$ cat src/rtl/multicycle_control.sv
// Main control FSM for the shared multicycle MIPS datapath.
// Moore outputs from State; PCEn also uses Zero, Illegal also uses Op.
module multicycle_control #(
    parameter logic [5:0] OP_RTYPE = 6'h00,
    parameter logic [5:0] OP_LW    = 6'h23,
    parameter logic [5:0] OP_SW    = 6'h2B,
    parameter logic [5:0] OP_BEQ   = 6'h04,
    parameter logic [5:0] OP_J     = 6'h02,
    parameter logic [5:0] OP_ADDI  = 6'h08
) (
    input  logic       clock,
    input  logic       reset,
    input  logic [5:0] Op,
    input  logic       Zero,
    output logic       PCEn,
    output logic       IorD,
    output logic       MemRead,
    output logic       MemWrite,
    output logic       IRWrite,
    output logic       RegWrite,
    output logic       RegDst,
    output logic       MemToReg,
    output logic       ALUSrcA,
    output logic [1:0] ALUSrcB,
    output logic [1:0] ALUOp,
    output logic [1:0] PCSource,
    output logic       Illegal,
    output logic [3:0] State
);

    typedef enum logic [3:0] {
        S_FETCH  = 4'd0,
        S_DECODE = 4'd1,
        S_MEMADR = 4'd2,
        S_MEMRD  = 4'd3,
        S_MEMWB  = 4'd4,
        S_MEMWR  = 4'd5,
        S_EXEC   = 4'd6,
        S_RWB    = 4'd7,
        S_BRANCH = 4'd8,
        S_JUMP   = 4'd9,
        S_ADDIEX = 4'd10,
        S_ADDIWB = 4'd11
    } state_e;

    state_e state_q;
    state_e state_d;

    always_ff @(posedge clock or posedge reset) begin
        if (reset) begin
            state_q <= S_FETCH;
        end else begin
            state_q <= state_d;
        end
    end

    assign State = state_q;

    always_comb begin
        state_d  = S_FETCH;
        PCEn     = 1'b0;
        IorD     = 1'b0;
        MemRead  = 1'b0;
        MemWrite = 1'b0;
        IRWrite  = 1'b0;
        RegWrite = 1'b0;
        RegDst   = 1'b0;
        MemToReg = 1'b0;
        ALUSrcA  = 1'b0;
        ALUSrcB  = 2'b00;
        ALUOp    = 2'b00;
        PCSource = 2'b00;
        Illegal  = 1'b0;

        case (state_q)
            S_FETCH: begin
                MemRead = 1'b1;
                IRWrite = 1'b1;
                ALUSrcB = 2'b01;
                PCEn    = 1'b1;
                state_d = S_DECODE;
            end
            S_DECODE: begin
                ALUSrcB = 2'b11;
                if (Op == OP_LW || Op == OP_SW) begin
                    state_d = S_MEMADR;
                end else if (Op == OP_RTYPE) begin
                    state_d = S_EXEC;
                end else if (Op == OP_BEQ) begin
                    state_d = S_BRANCH;
                end else if (Op == OP_J) begin
                    state_d = S_JUMP;
                end else if (Op == OP_ADDI) begin
                    state_d = S_ADDIEX;
                end else begin
                    Illegal = 1'b1;
                    state_d = S_FETCH;
                end
            end
            S_MEMADR: begin
                ALUSrcA = 1'b1;
                ALUSrcB = 2'b10;
                if (Op == OP_LW) begin
                    state_d = S_MEMRD;
                end else if (Op == OP_SW) begin
                    state_d = S_MEMWR;
                end else begin
                    state_d = S_FETCH;
                end
            end
            S_MEMRD: begin
                MemRead = 1'b1;
                IorD    = 1'b1;
                state_d = S_MEMWB;
            end
            S_MEMWB: begin
                RegWrite = 1'b1;
                MemToReg = 1'b1;
                state_d  = S_FETCH;
            end
            S_MEMWR: begin
                MemWrite = 1'b1;
                IorD     = 1'b1;
                state_d  = S_FETCH;
            end
            S_EXEC: begin
                ALUSrcA = 1'b1;
                ALUOp   = 2'b10;
                state_d = S_RWB;
            end
            S_RWB: begin
                RegWrite = 1'b1;
                RegDst   = 1'b1;
                state_d  = S_FETCH;
            end
            S_BRANCH: begin
                ALUSrcA  = 1'b1;
                ALUOp    = 2'b01;
                PCSource = 2'b01;
                PCEn     = Zero;
                state_d  = S_FETCH;
            end
            S_JUMP: begin
                PCSource = 2'b10;
                PCEn     = 1'b1;
                state_d  = S_FETCH;
            end
            S_ADDIEX: begin
                ALUSrcA = 1'b1;
                ALUSrcB = 2'b10;
                state_d = S_ADDIWB;
            end
            S_ADDIWB: begin
                RegWrite = 1'b1;
                state_d  = S_FETCH;
            end
            default: begin
                state_d = S_FETCH;
            end
        endcase

        // Reset abandons the instruction: no enable or select may leak out.
        if (reset) begin
            PCEn     = 1'b0;
            IorD     = 1'b0;
            MemRead  = 1'b0;
            MemWrite = 1'b0;
            IRWrite  = 1'b0;
            RegWrite = 1'b0;
            RegDst   = 1'b0;
            MemToReg = 1'b0;
            ALUSrcA  = 1'b0;
            ALUSrcB  = 2'b00;
            ALUOp    = 2'b00;
            PCSource = 2'b00;
            Illegal  = 1'b0;
        end
    end

endmodule

$ cat config.mk
export PLATFORM = sky130hd
export DESIGN_NAME = multicycle_control
export DESIGN_NICKNAME = d
export VERILOG_FILES = /design/src/rtl/multicycle_control.sv
export SDC_FILE = /design/constraint.sdc
export NUM_CORES = 1
export LEC_CHECK = 0
export CORE_MARGIN = 5
export CORE_UTILIZATION = 33
export CTS_CLUSTER_SIZE = 40
export DETAILED_ROUTE_END_ITERATION = 10
export PLACE_DENSITY = 0.74
export SLEW_MARGIN = 20
export SYNTH_ARGS = -nofsm -noshare
export SYNTH_HDL_FRONTEND = slang
export SYNTH_SLANG_ARGS = --single-unit
export TNS_END_PERCENT = 10
$ cat constraint.sdc
create_clock -name clock -period 1.4 [get_ports clock]
set_input_delay 0.28 -clock clock [delete_from_list [all_inputs] [get_ports clock]]
set_output_delay 0.28 -clock clock [all_outputs]
set_load 0.01 [all_outputs]
==> metrics.md, run 1 <==
| Metric | Value |
|---|---|
| R2R Path Start | `State[0]$_DFF_PP0_` |
| Gr usage total | `18.3%` |
| Post-Syn Nets | `80` |
| Pint | `712 uW` |
| DP Area | `0.00103 mm2` |
| Synth-to-layout area growth | `119%` |
| Remaining antenna violation count after routing | `0` |
| Max clock buf depth | `2` |
| Synth async-reset ratio | `100%` |
| Rows | `14` |
| Routed WL per cell | `15.6 um` |
| Worst stage delay on the critical path | `0.41 ns` |
| Cell Pwr Density | `roughly 1100 mW/mm2` |
| Final core occ | `75.2%` |
| CTS tree | `done` |
| Finished layout cell area | `0.00111 mm2` |
| Failing checks | `negative setup slack` |
| Dpl hpwl | `1630 um` |
| Cell count after placement | `136` |
| WP data arrival | `about 1.5 ns` |
| Vias | `about 770` |
| Tightest Hold Check Type | `input port to asynchronous set/reset pin` |
| CP Max Fanout | `4` |
| Synth Cell Area | `~510 um2` |
| Total gr overflow | `0` |
| RSZ-0062 raised after global routing | `true` |
| Vias/cell | `between 5 and 6` |
| Final setup viols | `19` |
| Skew final | `around 0.016 ns` |
| MaxCap Viol Count | `0` |
| Max FFs per register | `4` |
| CP endpoint kind | `output pin` |
| Die footprint | `between 0.002 and 0.0025 mm2` |
| Detailed-route wire length | `roughly 2200 um` |
| Top achievable clock speed | `about 560 MHz` |
| Cts bufs inserted | `3` |
| Layout cell share with drive strength beyond 1 | `about three fifths` |
| Crit path kind | `flip-flop to output pin` |
| Syn_area_per_cell | `between 7 and 8 um2` |
| Worst Max-Slew Pin Slew | `0.388 ns` |
| Register area share after synthesis | `between 15 and 20%` |
| Comb power frac | `between 70% and 80%` |
| CP max stage cell | `dfrtp_1` |
| Startpoint class of the critical path | `flip-flop` |
| CTS Sinks | `4` |
| NetSw | `~470 uW` |
| I/O pin count | `29` |
| LEAKAGE | `between 0.5 and 0.6 nW` |
| Post-route DRC violation count | `0` |
| Hold Violations, Final | `0` |
| Final worst slack | `-0.391 ns` |
| Distinct cells, synth | `34` |
| Outcome | `finished, violations left` |
| Clock power share | `13.2%` |
| Total core area | `between 0.001 and 0.0015 mm2` |
| Flop pwr share | `a little over an eighth` |
| RD Place Congestion | `slightly above 0.8` |
| Clock transition at the registers of the reported paths | `0.05 ns` |
| CP required | `about 1.1 ns` |
| Worst slew margin | `between 70% and 80%` |
| R2r setup slk | `about 0.02 ns` |
| Starting Density | `34.4%` |
| Yosys reg bits | `4` |
| Clock root cell | `clkbuf_4` |
| Die width | `about 49 um` |
| EDFF count, synth | `0` |
| Pre-CTS WS | `-0.748 ns` |
| Hold_buf cts | `0` |
| Fin crit share | `128%` |
| Worst skew pair latency | `0.25 ns` |
| DRT Pass-1 Iters | `4` |
| Initial antenna violation count | `0` |
| ANT cells | `0` |
| Die Y | `slightly below 50 um` |
| Post-Syn Instances | `roughly 70` |
| Initial detailed-routing violation count | `13` |
| Port Buf Inserts | `28` |
| IR drop worst, VDD | `between 0.7 and 0.8 mV` |
| Setup TNS | `-4.58 ns` |
| Number of H-tree levels | `1` |
| Non-Filler Instances | `143` |
| Vias in the first global route | `760` |
| Max-slew violation count | `0` |
| Global-route wire length before repair | `approximately 3500 um` |
| Largest net degree at the start of global routing | `7` |
| Final min period | `~1.8 ns` |
| CP Launch Point | `State[0]$_DFF_PP0_` |
| Sw Share | `39.7%` |
| Top_reg_cell synth | `dfrtp_1` |
| Ys Warns | `0` |
| Nets | `138` |
| CP Cell Sequence | `buf_6, or2_4, a2111oi_4, buf_2` |
-- synthesized netlist by cell type (2+ instances only) --
cell type  instances  share of area, %
and2_1             2               2.5
buf_2              3               3.0
clkbuf_1           2               1.5
dfrtp_1            4                20
nand2_1            7               5.2
nand2b_1           6               7.4
nand3_1            2               2.0
nand3_2            2               4.0
nor2_1            12               8.9
nor3_1             5               4.9
nor4_1             2               2.5
o21ai_0            2               2.0
-- worst paths after layout --
| path | to | depth (start not counted) |
|---|---|---|
| setup / recovery | MemRead | 4 |
| hold / removal | State[2]$_DFF_PP0_ | 3 |
| setup reg to reg | State[1]$_DFF_PP0_ | 6 |
| hold reg to reg | State[3]$_DFF_PP0_ | 2 |
| min in group clock | State[2]$_DFF_PP0_ | 3 |
| max in group asynchronous | State[3]$_DFF_PP0_ | 3 |
-- power by group through the flow --
stage,registers (mW),clock network (mW),logic [mW]
2_1_floorplan,0.160,0,0.374
3_3_place_gp,0.160,0,0.688
3_5_place_dp,0.164,0,0.701
4_1_cts,0.160,0.162,0.731
5_1_grt,0.164,0.175,0.925
6_report,0.161,0.156,0.865
-- worst max-delay path, delay by kind of cell, from the launching register on --
| kind | cells | cell delay [ns] |
|---|---|---|
| compound gates | 1 | 0.28 |
| buf+inv | 2 | 0.32 |
| flops | 1 | 0.41 |
| simple gates | 1 | 0.25 |
-- cell families (layout without fill, tap and decap cells) --
logic type      Yosys count  count (layout)  share of synthesized area, %
xor+xnor                  2               2                          3.47
compound gates           12              12                          19.3
flops                     4               4                          19.8
buf+inv                   7              63                          6.19
simple gates             46              46                          51.2
-- layer usage --
layer	track usage, %	share of wire, %
met5	0	0
met4	6.73	2.5
met3	7.03	7.7
met2	29.6	51
met1	21.5	39
-- stage by stage --
| step | total power, mW | hold WS (ns) |
|---|---|---|
| final | 1.18 | 0.357 |
| after global routing | 1.26 | 0.356 |
| after CTS | 1.05 | 0.323 |
| after detailed placement | 0.864 | 0.661 |
| after global placement | 0.848 | 0.616 |
| after floorplan | 0.534 | 0.292 |
-- cell usage in the layout (no fill, tap or decap), types with 2 or more instances in the layout --
cell type / instances
nand3_2: 2
nand3_1: 2
clkbuf_4: 3
nor3_1: 2
nor2_1: 9
clkbuf_2: 2
o21ai_1: 2
nor3_2: 4
and2_1: 2
buf_12: 2
dfrtp_1: 3
nor2_2: 3
nand2_1: 6
buf_6: 5
nand2b_4: 4
dlygate4sd2_1: 7
clkdlybuf4s50_1: 2
nand2b_1: 2
a2111oi_4: 2
buf_4: 24
buf_2: 15
-- timing repair --
action                                 in CTS  in global routing
gates resized for setup                    83                 20
setup buffers                               2                  2
pin swaps                                   3                  4
endpoints found under the hold margin       0                  0
setup endpoints to repair                  21                 22
-- final cells by class --
cell class	instances	area, um2
inverter	1	3.75
multi-input combinational	60	494
sequential	4	101
clock buffer	3	22.5
timing repair buffer	59	464
fill	105	365
tap	16	20.0
Power figures use the tool's default switching activity.
==> inputs of run 2 (changes only) <==
Settings changed: SLEW_MARGIN 20 to unset.
==> results of run 2 <==
No change in the layout: final DEF, timing and power equal those of run 1.
